<file path="config.mk">
export PLATFORM = sky130hd
export DESIGN_NAME = npi_arb2
export DESIGN_NICKNAME = d
export VERILOG_FILES = /design/src/rtl/npi_arb2.sv
export SDC_FILE = /design/constraint.sdc
export NUM_CORES = 1
export LEC_CHECK = 0
export ABC_AREA = 1
export BUFFER_PORTS_ARGS = -buffer_cell sky130_fd_sc_hd__buf_4
export CORE_AREA = 2 2 134 136
export DETAILED_ROUTE_END_ITERATION = 7
export DIE_AREA = 0 0 136 138
export PLACE_DENSITY = 0.54
export SYNTH_ARGS = -nofsm -noshare
export SYNTH_HDL_FRONTEND = slang
export SYNTH_SLANG_ARGS = --single-unit
</file>
<file path="constraint.sdc">
create_clock -name MPMC_Clk -period 6.65 [get_ports MPMC_Clk]
set_input_delay 0.9975 -clock MPMC_Clk [delete_from_list [all_inputs] [get_ports MPMC_Clk]]
set_output_delay 0.9975 -clock MPMC_Clk [all_outputs]
set_load 0.01 [all_outputs]
</file>
<file path="src/rtl/npi_arb2.sv">
// npi_arb2: two-master round-robin arbiter onto one MPMC NPI port, with in-order read-return steering.
// Optional performance counters are compiled in when NPI_ARB2_PERF_EN is defined.
module npi_arb2 #(
  parameter int C_TAG_DEPTH     = 4,
  parameter int C_PI_ADDR_WIDTH = 32,
  parameter int C_PI_DATA_WIDTH = 32
) (
  input  logic                         MPMC_Clk,
  input  logic                         MPMC_Rst,
  input  logic                         M0_AddrReq,
  input  logic [C_PI_ADDR_WIDTH-1:0]   M0_Addr,
  input  logic                         M0_RNW,
  input  logic [3:0]                   M0_Size,
  output logic                         M0_AddrAck,
  output logic                         M0_Gnt,
  input  logic [C_PI_DATA_WIDTH-1:0]   M0_WrFIFO_Data,
  input  logic [C_PI_DATA_WIDTH/8-1:0] M0_WrFIFO_BE,
  input  logic                         M0_WrFIFO_Push,
  output logic                         M0_WrFIFO_AlmostFull,
  output logic                         M0_RdFIFO_Empty,
  input  logic                         M0_RdFIFO_Pop,
  output logic [C_PI_DATA_WIDTH-1:0]   M0_RdFIFO_Data,
  input  logic                         M1_AddrReq,
  input  logic [C_PI_ADDR_WIDTH-1:0]   M1_Addr,
  input  logic                         M1_RNW,
  input  logic [3:0]                   M1_Size,
  output logic                         M1_AddrAck,
  output logic                         M1_Gnt,
  input  logic [C_PI_DATA_WIDTH-1:0]   M1_WrFIFO_Data,
  input  logic [C_PI_DATA_WIDTH/8-1:0] M1_WrFIFO_BE,
  input  logic                         M1_WrFIFO_Push,
  output logic                         M1_WrFIFO_AlmostFull,
  output logic                         M1_RdFIFO_Empty,
  input  logic                         M1_RdFIFO_Pop,
  output logic [C_PI_DATA_WIDTH-1:0]   M1_RdFIFO_Data,
  output logic [C_PI_ADDR_WIDTH-1:0]   PI_Addr,
  output logic                         PI_AddrReq,
  output logic                         PI_RNW,
  output logic [3:0]                   PI_Size,
  output logic                         PI_RdModWr,
  input  logic                         PI_AddrAck,
  input  logic                         PI_InitDone,
  output logic [C_PI_DATA_WIDTH-1:0]   PI_WrFIFO_Data,
  output logic [C_PI_DATA_WIDTH/8-1:0] PI_WrFIFO_BE,
  output logic                         PI_WrFIFO_Push,
  input  logic                         PI_WrFIFO_AlmostFull,
  output logic                         PI_WrFIFO_Flush,
  input  logic                         PI_RdFIFO_Empty,
  output logic                         PI_RdFIFO_Pop,
  input  logic [C_PI_DATA_WIDTH-1:0]   PI_RdFIFO_Data,
  output logic                         PI_RdFIFO_Flush
`ifdef NPI_ARB2_PERF_EN
  ,
  output logic [15:0]                  Perf_Gnt0,
  output logic [15:0]                  Perf_Gnt1,
  output logic [15:0]                  Perf_Stall
`endif
);

  localparam int TAG_AW = (C_TAG_DEPTH > 1) ? $clog2(C_TAG_DEPTH) : 1;
  localparam logic [TAG_AW:0] TAG_FULL = (TAG_AW+1)'(C_TAG_DEPTH);

  typedef enum logic [1:0] {ST_IDLE, ST_OWN0, ST_OWN1, ST_ACK} state_t;

  function automatic logic [6:0] burst_len(input logic [3:0] size);
    case (size)
      4'd1:    burst_len = 7'd4;
      4'd2:    burst_len = 7'd8;
      4'd3:    burst_len = 7'd16;
      4'd4:    burst_len = 7'd32;
      4'd5:    burst_len = 7'd64;
      default: burst_len = 7'd1;
    endcase
  endfunction

  state_t            state_q;
  logic              gnt0_q, gnt1_q;
  logic              last_q;
  logic [TAG_AW-1:0] wr_ptr_q, wr_ptr_d;
  logic [TAG_AW-1:0] rd_ptr_q, rd_ptr_d;
  logic [TAG_AW:0]   tag_cnt_q, tag_cnt_d;
  logic              head_vld_q, head_vld_d;
  logic [6:0]        wcnt_q, wcnt_d;
  logic [4:0]        tag_mem_q [C_TAG_DEPTH];

  logic       tag_full, tag_empty;
  logic       elig0, elig1;
  logic       ack0, ack1;
  logic       tag_push, tag_pop, rd_pop;
  logic [4:0] tag_din, head_tag;
  logic       head_m;

  assign tag_full  = (tag_cnt_q == TAG_FULL);
  assign tag_empty = (tag_cnt_q == '0);

  // A read is only eligible while there is room to remember where its data goes.
  assign elig0 = M0_AddrReq & (~M0_RNW | ~tag_full);
  assign elig1 = M1_AddrReq & (~M1_RNW | ~tag_full);

  assign M0_Gnt = gnt0_q;
  assign M1_Gnt = gnt1_q;

  assign PI_AddrReq = (gnt0_q & M0_AddrReq) | (gnt1_q & M1_AddrReq);
  assign PI_Addr    = gnt1_q ? M1_Addr : M0_Addr;
  assign PI_RNW     = gnt1_q ? M1_RNW  : M0_RNW;
  assign PI_Size    = gnt1_q ? M1_Size : M0_Size;
  assign PI_RdModWr = 1'b0;

  assign ack0       = gnt0_q & M0_AddrReq & PI_AddrAck;
  assign ack1       = gnt1_q & M1_AddrReq & PI_AddrAck;
  assign M0_AddrAck = ack0;
  assign M1_AddrAck = ack1;

  assign PI_WrFIFO_Data  = gnt1_q ? M1_WrFIFO_Data : M0_WrFIFO_Data;
  assign PI_WrFIFO_BE    = gnt1_q ? M1_WrFIFO_BE   : M0_WrFIFO_BE;
  assign PI_WrFIFO_Push  = (gnt0_q & M0_WrFIFO_Push) | (gnt1_q & M1_WrFIFO_Push);
  assign PI_WrFIFO_Flush = 1'b0;
  assign PI_RdFIFO_Flush = 1'b0;

  assign M0_WrFIFO_AlmostFull = PI_WrFIFO_AlmostFull;
  assign M1_WrFIFO_AlmostFull = PI_WrFIFO_AlmostFull;
  assign M0_RdFIFO_Data       = PI_RdFIFO_Data;
  assign M1_RdFIFO_Data       = PI_RdFIFO_Data;

  always_ff @(posedge MPMC_Clk or posedge MPMC_Rst) begin
    if (MPMC_Rst) begin
      state_q <= ST_IDLE;
      gnt0_q  <= 1'b0;
      gnt1_q  <= 1'b0;
      last_q  <= 1'b1;
    end else begin
      case (state_q)
        ST_IDLE: begin
          if (PI_InitDone) begin
            if (elig0 & (~elig1 | last_q)) begin
              state_q <= ST_OWN0;
              gnt0_q  <= 1'b1;
            end else if (elig1) begin
              state_q <= ST_OWN1;
              gnt1_q  <= 1'b1;
            end
          end
        end
        ST_OWN0: begin
          if (ack0) begin
            state_q <= ST_ACK;
            gnt0_q  <= 1'b0;
            last_q  <= 1'b0;
          end else if (!M0_AddrReq) begin
            state_q <= ST_IDLE;
            gnt0_q  <= 1'b0;
          end
        end
        ST_OWN1: begin
          if (ack1) begin
            state_q <= ST_ACK;
            gnt1_q  <= 1'b0;
            last_q  <= 1'b1;
          end else if (!M1_AddrReq) begin
            state_q <= ST_IDLE;
            gnt1_q  <= 1'b0;
          end
        end
        default: begin
          state_q <= ST_IDLE;
          gnt0_q  <= 1'b0;
          gnt1_q  <= 1'b0;
        end
      endcase
    end
  end

  // Tag = {issuing master, size}; the head tag owns the shared read FIFO until its burst is drained.
  assign tag_push = (ack0 & M0_RNW) | (ack1 & M1_RNW);
  assign tag_din  = ack1 ? {1'b1, M1_Size} : {1'b0, M0_Size};
  assign head_tag = tag_mem_q[rd_ptr_q];
  assign head_m   = head_tag[4];

  assign M0_RdFIFO_Empty = ~(head_vld_q & ~head_m) | PI_RdFIFO_Empty;
  assign M1_RdFIFO_Empty = ~(head_vld_q &  head_m) | PI_RdFIFO_Empty;
  assign rd_pop          = head_vld_q & ~PI_RdFIFO_Empty & (head_m ? M1_RdFIFO_Pop : M0_RdFIFO_Pop);
  assign PI_RdFIFO_Pop   = rd_pop;
  assign tag_pop         = rd_pop & (wcnt_q == 7'd1);

  always_comb begin
    wr_ptr_d   = wr_ptr_q;
    rd_ptr_d   = rd_ptr_q;
    tag_cnt_d  = tag_cnt_q;
    head_vld_d = head_vld_q;
    wcnt_d     = wcnt_q;
    if (tag_push) wr_ptr_d = wr_ptr_q + 1'b1;
    if (tag_pop)  rd_ptr_d = rd_ptr_q + 1'b1;
    case ({tag_push, tag_pop})
      2'b10:   tag_cnt_d = tag_cnt_q + 1'b1;
      2'b01:   tag_cnt_d = tag_cnt_q - 1'b1;
      default: tag_cnt_d = tag_cnt_q;
    endcase
    // The word counter loads one cycle after a tag reaches the head.
    if (!head_vld_q) begin
      if (!tag_empty) begin
        head_vld_d = 1'b1;
        wcnt_d     = burst_len(head_tag[3:0]);
      end
    end else if (rd_pop) begin
      wcnt_d = wcnt_q - 7'd1;
      if (wcnt_q == 7'd1) head_vld_d = 1'b0;
    end
  end

  always_ff @(posedge MPMC_Clk or posedge MPMC_Rst) begin
    if (MPMC_Rst) begin
      wr_ptr_q   <= '0;
      rd_ptr_q   <= '0;
      tag_cnt_q  <= '0;
      head_vld_q <= 1'b0;
      wcnt_q     <= '0;
    end else begin
      wr_ptr_q   <= wr_ptr_d;
      rd_ptr_q   <= rd_ptr_d;
      tag_cnt_q  <= tag_cnt_d;
      head_vld_q <= head_vld_d;
      wcnt_q     <= wcnt_d;
    end
  end

  always_ff @(posedge MPMC_Clk) begin
    if (tag_push) tag_mem_q[wr_ptr_q] <= tag_din;
  end

`ifdef NPI_ARB2_PERF_EN
  function automatic logic [15:0] sat_inc(input logic [15:0] v);
    return (v == 16'hFFFF) ? v : v + 16'd1;
  endfunction

  logic [15:0] perf_gnt0_q, perf_gnt1_q, perf_stall_q;
  logic        stall;

  // Someone is asking but nobody can be granted (tag FIFO full for reads).
  assign stall = (M0_AddrReq | M1_AddrReq) & (state_q == ST_IDLE) & ~elig0 & ~elig1;

  always_ff @(posedge MPMC_Clk or posedge MPMC_Rst) begin
    if (MPMC_Rst) begin
      perf_gnt0_q  <= '0;
      perf_gnt1_q  <= '0;
      perf_stall_q <= '0;
    end else begin
      if (ack0)  perf_gnt0_q  <= sat_inc(perf_gnt0_q);
      if (ack1)  perf_gnt1_q  <= sat_inc(perf_gnt1_q);
      if (stall) perf_stall_q <= sat_inc(perf_stall_q);
    end
  end

  assign Perf_Gnt0  = perf_gnt0_q;
  assign Perf_Gnt1  = perf_gnt1_q;
  assign Perf_Stall = perf_stall_q;
`endif

endmodule

</file>
==> results of run 1 <==
-- kinds of logic after synthesis --
| family | Yosys count |
|---|---|
| flops | 40 |
| fa+ha+maj | 8 |
| simple gates | 346 |
| other cells | 1 |
| xor+xnor | 6 |
| buf+inv | 135 |
| compound gates | 34 |
-- critical path, cell delays in order, from the launching register on --
cell and delay [ps]:
dfrtp_2 340, buf_4 600, inv_2 280, buf_4 380, nand2_1 120, nand2_1 110, buf_4 170
-- layer usage --
layer	share of wire	wire length, um	track usage
met5	0	0	0
met1	0.35	4700	0.146
met3	0.10	1430	0.0642
met4	0.0098	133	0.0280
met2	0.54	7320	0.267
-- cells in the mapped netlist --
cell type	n
o2bb2ai_1	1
nor2_2	1
o21ai_0	23
ha_1	7
nand2_1	291
buf_2	3
xor2_1	4
buf_6	2
a31oi_1	1
nand3_1	23
buf_4	70
nor2_1	19
a21oi_1	5
inv_1	40
nand2_4	1
inv_4	1
inv_2	4
nor3_1	1
nand2_2	2
dfrtp_1	19
clkbuf_1	11
o21bai_1	1
conb_1	1
xnor2_1	2
buf_1	3
clkinv_1	1
fa_1	1
a22o_1	1
nand3_2	2
nor2_8	1
edfxtp_1	20
nand4_1	3
o21ai_1	2
dfstp_2	1
or2_2	2
-- sequential cells by signal, summed over array words and instances (netlist names) --
register / cells
M1_Gnt: 1
wcnt_q: 7
tag_mem_q: 20
last_q: 1
head_vld_q: 1
M0_Gnt: 1
wr_ptr_q: 2
rd_ptr_q: 2
state_q: 2
tag_cnt_q: 3
-- power groups by stage --
stage	clock, uW	sequential [uW]	combinational (uW)
after floorplan	0	377	808
after global placement	0	400	1320
after detailed placement	0	400	1330
after CTS	276	397	1330
after global routing	290	409	1460
final	270	396	1300
-- final timing paths --
kind / to / slack (ps) / cells after the start
min reg2reg: tag_cnt_q[0] / 470 / 1
max: PI_Addr[0] / 3290 / 6
min in group asynchronous: M0_Gnt / 880 / 2
max reg2reg: tag_cnt_q[1] / 3670 / 10
min: tag_cnt_q[0] / 470 / 1
max in group asynchronous: M1_Gnt / 5210 / 2
-- layout make-up --
type	instances	area, sq um
Clock buffer	6	129
Clock inverter	2	35.0
Fill cell	2001	12300
Inverter	46	175
Multi-Input combinational cell	397	1740
Sequential cell	40	1100
Tap cell	229	287
Timing Repair Buffer	240	1800
-- metrics by stage --
stage          instance area (sq um)  hold slack, ps   util
2_1_floorplan                   3630             446      -
3_3_place_gp                    5100             465  0.291
3_5_place_dp                    5100             464  0.291
4_1_cts                         5270             477  0.300
5_1_grt                         5270             509  0.300
6_report                        5270             470  0.300
==> metrics.md, run 1 <==
| Metric | Value |
|---|---|
| Top-area cell type share of the netlist area | `0.301` |
| Largest family of logic cells by synthesized area | `simple AND/OR/NAND/NOR gates` |
| Drt via density | `4.02` |
| Post-Synth Adder-Cell Area | `0.0297` |
| Commonest cells after routing, fill and taps aside | `nand2_1 (291), buf_4 (240), inv_1 (40), nand3_1 (23), o21ai_0 (23)` |
| # placed instances | `952` |
| Die width | `136 um` |
| Post CTS Setup Buffer Count | `0` |
| Layout net count | `928` |
| PD cells | `373 mW/mm^2` |
| First DRT Iteration DRCs | `153` |
| Power Total | `1970 uW` |
| # H-tree levels | `2` |
| Clock period minus worst slack | `3360 ps` |
| Compound-Gate Fraction of Synth Area | `0.0501` |
| Crit path launch type | `register` |
| Wire per inst | `14.2 um` |
| Detailed Place HPWL | `11.5 mm` |
| Synth Cell Area | `0.00362 sq mm` |
| Mapped Cells | `570` |
| Setup Total Neg Slack | `0 ps` |
| Ranking of synthesized cells by area | `nand2_1 (30%), edfxtp_1 (17%), buf_4 (15%)` |
| CTS sink cnt | `40` |
| CTS Buffer Depth | `2` |
| N_diodes | `0` |
| F_max | `298 MHz` |
| Net Sw Frac | `0.465` |
| Root buffer cell | `clkbuf_16` |
| Register area share after synthesis | `0.304` |
| Drt total wl | `13.6 mm` |
| # resized after CTS | `0` |
| Endpoints failing setup | `0` |
| Vias in the first global route | `3807` |
| Gate power share | `0.661` |
| Post-DRT Antenna Nets | `0` |
| # hold bufs at CTS | `0` |
| Synth Register Bits | `40` |
| Clock skew | `5.14 ps` |
| Reg-to-Reg Start | `M1_Gnt` |
| Simple-Gate Fraction of Synth Area | `0.382` |
| Initial Util | `0.207` |
| Gpl congestion | `0.853` |
| Setup WS pre-CTS | `3520 ps` |
| Max-cap violations | `0` |
| Top cell type by total area after synthesis | `nand2_1` |
| CP Max Fanout | `83` |
| CP Data Arrival Time | `2360 ps` |
| Multiplexer area fraction after synthesis | `0` |
| CP Launch Point | `M1_Gnt` |
| Cell Rows | `49` |
| VDD IR max | `0.156 mV` |
| Vias | `3857` |
| Critical hold path startpoint | `tag_cnt_q[0]` |
| Worst slew pin tran | `843 ps` |
| Worst endpoint required time | `5650 ps` |
| Commonest non-fill, non-tap cell in the layout | `nand2_1` |
| Die area | `0.0188 sq mm` |
| Layout cells sized above 1 | `0.361` |
| Clock share of power | `0.137` |
| Clock insertion delay at the later pin of the skew report | `280 ps` |
| Cts bufs inserted | `5` |
| Top-Level Pins | `341` |
| Pin count of the biggest net entering global routing | `84` |
| Outcome | `complete, no violations` |
| Post-Synth XOR/XNOR Area | `0.0145` |
| Setup WS post-layout | `3290 ps` |
| Internal power component | `1050 uW` |
| Unique masters post-synth | `35` |
| Period utilization | `0.505` |
| # DRC | `0` |
| Total track usage | `0.143` |
| First-pass GRT wire length | `20.9 mm` |
| Clock slew at reported path FFs | `60 ps` |
| Drt pass-1 iters | `4` |
| Area growth syn-to-layout | `45.4%` |
| Initial antenna violation count | `0` |
| Grt ovf | `0` |
| Syn Area/Cell | `6.36 sq um` |
| Number of port buffers | `238` |
| Core ar. | `0.0175 sq mm` |
| LEAKAGE | `0.00296 uW` |
| Die H | `138 um` |
| Final non-filler cell total | `960` |
| Yosys warns | `0` |
| Flop pwr share | `0.201` |
| CP Class | `reg -> out` |
| Slew headroom | `0.438` |
| Crit end category | `output pin` |
| Slew Limit Fails | `0` |
| CTS tree | `done` |
| Worst min-delay path class | `reg -> reg` |
| Psw | `914 uW` |
| RSZ-0062 raised after global routing | `no` |
| Final number of hold-violating endpoints | `0` |
(Power assumes the default switching activity.)
==> run 2, diff against run 1 <==
- CORE_AREA: 2 2 134 136 -> 2 2 131 133
- DIE_AREA: 0 0 136 138 -> 0 0 133 135
- PLACE_DENSITY: 0.54 -> 0.56
- clock period: 6.65 -> 3.4 ns (I/O delays scaled with it)
==> metrics.md, run 2 (same netlist as run 1, synthesis figures left out) <==
| Metric | Value |
|---|---|
| Outcome | `complete, no violations` |
| Die area | `0.0180 sq mm` |
| Flop pwr share | `0.198` |
| Endpoints failing setup | `0` |
| # H-tree levels | `2` |
| LEAKAGE | `0.00297 uW` |
| Worst min-delay path class | `in -> async` |
| Post-DRT Antenna Nets | `0` |
| Die H | `135 um` |
| Total track usage | `0.154` |
| First-pass GRT wire length | `21.4 mm` |
| Commonest non-fill, non-tap cell in the layout | `nand2_1` |
| Drt via density | `4.09` |
| Worst endpoint required time | `3560 ps` |
| Cell Rows | `47` |
| Slew headroom | `0.450` |
| CP Max Fanout | `12` |
| # hold bufs at CTS | `0` |
| Vias | `3895` |
| Gpl congestion | `0.839` |
| Setup Total Neg Slack | `0 ps` |
| Layout cells sized above 1 | `0.363` |
| Die width | `133 um` |
| Max FFs per register | `20` |
| RSZ-0062 raised after global routing | `no` |
| Reg with most FFs | `tag_mem_q` |
| # resized after CTS | `0` |
| Internal power component | `2080 uW` |
| Core ar. | `0.0164 sq mm` |
| Crit end category | `register` |
| Initial Util | `0.221` |
| Grt ovf | `0` |
| Final number of hold-violating endpoints | `0` |
| Clock share of power | `0.140` |
| Max incr delay on CP | `550 ps` |
| Area growth syn-to-layout | `45.9%` |
| CP Data Arrival Time | `2690 ps` |
| Crit-path slowest cell | `dfrtp_1` |
| Wire per inst | `14.9 um` |
| Post CTS Setup Buffer Count | `0` |
| Detailed Place HPWL | `12.1 mm` |
| CTS tree | `done` |
| # placed instances | `944` |
| Initial antenna violation count | `0` |
| N_diodes | `0` |
| # DRC | `0` |
| Pin count of the biggest net entering global routing | `81` |
| CTS sink cnt | `40` |
| Cell Chain, Critical Path | `inv_2, nand2_1, nand3_1, nand2_2, nand3_1, nand2_4, nand2_2, inv_2, ha_1, inv_1, fa_1, a21oi_1, o21ai_0, xor2_1` |
| First DRT Iteration DRCs | `210` |
| PD cells | `741 mW/mm^2` |
| Period utilization | `0.744` |
| Cts bufs inserted | `5` |
| Top-Level Pins | `341` |
| Gate power share | `0.661` |
| Commonest cells after routing, fill and taps aside | `nand2_1 (291), buf_4 (240), inv_1 (40), nand3_1 (23), o21ai_0 (23)` |
| Clock period minus worst slack | `2530 ps` |
| Final non-filler cell total | `952` |
| Psw | `1840 uW` |
| F_max | `395 MHz` |
| Slew Limit Fails | `0` |
| Net Sw Frac | `0.469` |
| Number of port buffers | `238` |
| Clock slew at reported path FFs | `60 ps` |
| Final core occ | `0.322` |
| Worst slew pin tran | `825 ps` |
| Max-cap violations | `0` |
| Vias in the first global route | `3867` |
| VDD IR max | `0.295 mV` |
| Biggest regs | `tag_mem_q: 20 flops, wcnt_q: 7 flops, tag_cnt_q: 3 flops` |
| Drt total wl | `14.2 mm` |
| Root buffer cell | `clkbuf_16` |
| CP Class | `reg -> reg` |
| Drt pass-1 iters | `5` |
| Layout net count | `929` |
| CTS Buffer Depth | `2` |
| Clock insertion delay at the later pin of the skew report | `290 ps` |
| Clock skew | `5.15 ps` |
| Crit path launch type | `register` |
run 2: final timing paths:
check,start,cells past startpoint,slack [ps],to
max,rd_ptr_q[0],14,870,tag_cnt_q[2]
min,MPMC_Rst,2,390,wr_ptr_q[0]
max reg2reg,rd_ptr_q[0],14,870,tag_cnt_q[2]
min reg2reg,tag_cnt_q[0],1,480,tag_cnt_q[0]
max in group asynchronous,MPMC_Rst,2,2440,M1_Gnt
min in group MPMC_Clk,tag_cnt_q[0],1,480,tag_cnt_q[0]
run 2: power by group through the flow:
stage / Clock [uW] / Sequential (uW) / Combinational (uW)
after floorplan: 0 / 738 / 1580
after global placement: 0 / 779 / 2630
after detailed placement: 0 / 784 / 2630
after CTS: 561 / 775 / 2640
after global routing: 583 / 801 / 2900
final: 550 / 776 / 2590
run 2: routing by layer:
layer  global-route usage  share of wire  up-vias
li1                     -              -     1992
met1                0.174           0.39     1714
met2                0.275           0.51      179
met3               0.0604          0.094       10
met4               0.0346          0.014        0
met5                    0              0        -
run 2: metrics by stage:
step | hold WS (ps) | setup WS [ps] | power [uW] | cell area, sq um
2_1_floorplan | 446 | 1200 | 2320 | 3630
3_3_place_gp | 464 | 918 | 3410 | 5110
3_5_place_dp | 469 | 883 | 3420 | 5110
4_1_cts | 433 | 875 | 3980 | 5290
5_1_grt | 479 | 600 | 4280 | 5290
6_report | 394 | 871 | 3920 | 5290
run 2: layout make-up:
class	instances	area, sq um
clock buffers	5	125
clock inverters	3	46.3
fillers	1823	11100
inverters	46	175
multi-input cells	397	1740
flip-flops and latches	40	1100
well taps	220	275
repair buffers	241	1820
run 2: worst max-delay path, delay by kind of cell, from the launching register on:
family / cells / cell delay, ps
flip-flops: 1 / 550
buffers and inverters: 3 / 310
XOR/XNOR: 1 / 150
AND/OR/NAND/NOR: 6 / 640
adder cells (fa/ha/maj): 2 / 510
AO/OA/AOI/OAI: 2 / 250
==> run 3, diff against run 2 <==
- clock period: 3.4 -> 2.4 ns (I/O delays scaled with it)
==> metrics.md, run 3 (same netlist as run 1, synthesis figures left out) <==
| Metric | Value |
|---|---|
| Layout cells sized above 1 | `0.377` |
| # H-tree levels | `2` |
| Cts bufs inserted | `5` |
| Layout net count | `940` |
| Drt total wl | `13.9 mm` |
| PD cells | `1050 mW/mm^2` |
| Drt via density | `4.06` |
| Period utilization | `0.919` |
| Max-cap violations | `0` |
| Commonest non-fill, non-tap cell in the layout | `nand2_1` |
| Commonest cells after routing, fill and taps aside | `nand2_1 (291), buf_4 (251), inv_1 (40), nand3_1 (23), o21ai_0 (22)` |
| Top-Level Pins | `341` |
| Clock slew at reported path FFs | `60 ps` |
| Crit Reg-Reg Endpoint | `tag_cnt_q[2]` |
| Reg-to-Reg Start | `rd_ptr_q[1]` |
| Root buffer cell | `clkbuf_16` |
| Internal power component | `3010 uW` |
| LEAKAGE | `0.00302 uW` |
| Worst min-delay path class | `in -> async` |
| First-pass GRT wire length | `20.2 mm` |
| # hold bufs at CTS | `0` |
| Gpl congestion | `0.822` |
| Pin count of the biggest net entering global routing | `82` |
| Slew Limit Fails | `0` |
| Crit end category | `output pin` |
| Net Sw Frac | `0.465` |
| VDD IR max | `0.571 mV` |
| Setup WS pre-CTS | `114 ps` |
| Clock period minus worst slack | `2200 ps` |
| Grt ovf | `0` |
| Post-DRT Antenna Nets | `0` |
| Final number of hold-violating endpoints | `0` |
| Crit-path slowest cell | `buf_4` |
| Clock insertion delay at the later pin of the skew report | `280 ps` |
| Setup WS post-layout | `195 ps` |
| Initial Util | `0.221` |
| Worst endpoint required time | `2040 ps` |
| Die H | `135 um` |
| N_diodes | `0` |
| Setup Total Neg Slack | `0 ps` |
| Max FFs per register | `20` |
| Clock skew | `2.78 ps` |
| R2r worst-path depth | `13` |
| Cell Chain, Critical Path | `buf_4, o21ai_0, buf_4` |
| Fill count | `1804` |
| Max incr delay on CP | `610 ps` |
| Crit path launch type | `register` |
| Detailed Place HPWL | `11.8 mm` |
| CP Class | `reg -> out` |
| Wire per inst | `14.4 um` |
| Biggest regs | `tag_mem_q: 20 flops, wcnt_q: 7 flops, tag_cnt_q: 3 flops` |
| Clock share of power | `0.133` |
| Slew headroom | `0.467` |
| Reg with most FFs | `tag_mem_q` |
| CP bufs+invs | `2` |
| Initial antenna violation count | `0` |
| Worst slew pin tran | `800 ps` |
| CTS sink cnt | `40` |
| # DRC | `0` |
| CP Data Arrival Time | `1840 ps` |
| Critical path depth | `3` |
| Flop pwr share | `0.191` |
| Drt pass-1 iters | `6` |
| CTS Buffer Depth | `2` |
| Reg area | `0.00111 sq mm` |
| Vias | `3908` |
| CP Max Fanout | `81` |
| Die area | `0.0180 sq mm` |
| Area occupied by multi-input gates | `0.00175 sq mm` |
| Area growth syn-to-layout | `48.3%` |
| Total track usage | `0.147` |
| RSZ-0062 raised after global routing | `no` |
| CTS tree | `done` |
| CP dominant cell by count | `buf_4` |
| F_max | `454 MHz` |
| Number of port buffers | `238` |
| Final core occ | `0.328` |
| Endpoints failing setup | `0` |
| Die width | `133 um` |
| Reg-to-reg slack, setup | `240 ps` |
| Core ar. | `0.0164 sq mm` |
| Psw | `2620 uW` |
| First DRT Iteration DRCs | `157` |
| Gate power share | `0.676` |
| Cell Rows | `47` |
| Vias in the first global route | `3771` |
| Outcome | `complete, no violations` |
| Delay-heaviest family, CP | `buffers and inverters` |
## run 3: routing by layer
layer  global-route usage  vias up  share of wire
li1                     -     2010              -
met1                0.148     1684           0.36
met2                0.274      197           0.51
met3               0.0676       17           0.11
met4               0.0418        0          0.019
met5                    0        -              0
## run 3: timing repair
action,CTS,global route
setup endpoints to repair,0,1
resized for setup,0,5
buffers inserted,0,2
hold endpoints to repair,0,0
## run 3: power by group through the flow
stage          clock network [uW]  registers [uW]  logic [uW]
2_1_floorplan                   0            1040        2240
3_5_place_dp                    0            1100        3810
3_3_place_gp                    0            1090        3820
5_1_grt                       791            1100        4220
6_report                      747            1080        3810
4_1_cts                       759            1080        3830
## run 3: worst reg2reg max path, stage by stage (launching register included)
cell	delay [ps]
dfrtp_2	440
inv_1	80
nand3_1	80
nand2_2	100
nand3_1	120
nand2_4	100
nand2_2	80
inv_2	80
ha_1	130
inv_1	70
fa_1	400
a21oi_2	140
o21ai_1	80
xor2_1	140
## run 3: final cells by class
type                    count  share of cell area
repair buffers            252               0.354
multi-input cells         397               0.325
flip-flops and latches     40               0.206
well taps                 220              0.0512
inverters                  46              0.0326
clock buffers               5              0.0233
clock inverters             3             0.00791
## run 3: through the flow
step	power (uW)	hold slack (ps)	instance area (sq um)	instances
2_1_floorplan	3280	323	3630	572
3_3_place_gp	4910	423	5180	953
3_5_place_dp	4910	422	5180	953
4_1_cts	5670	117	5350	961
5_1_grt	6110	145	5380	963
6_report	5630	111	5380	963
## run 3: worst max path at each step
stage | startpoint | end | slack [ps]
2_1_floorplan | rd_ptr_q[1] | tag_cnt_q[2] | 200
3_3_place_gp | rd_ptr_q[1] | tag_cnt_q[2] | 170
3_5_place_dp | rd_ptr_q[1] | tag_cnt_q[2] | 110
4_1_cts | M1_Gnt | PI_RNW | 90
5_1_grt | rd_ptr_q[0] | tag_cnt_q[2] | 20
6_report | M1_Gnt | PI_RNW | 200
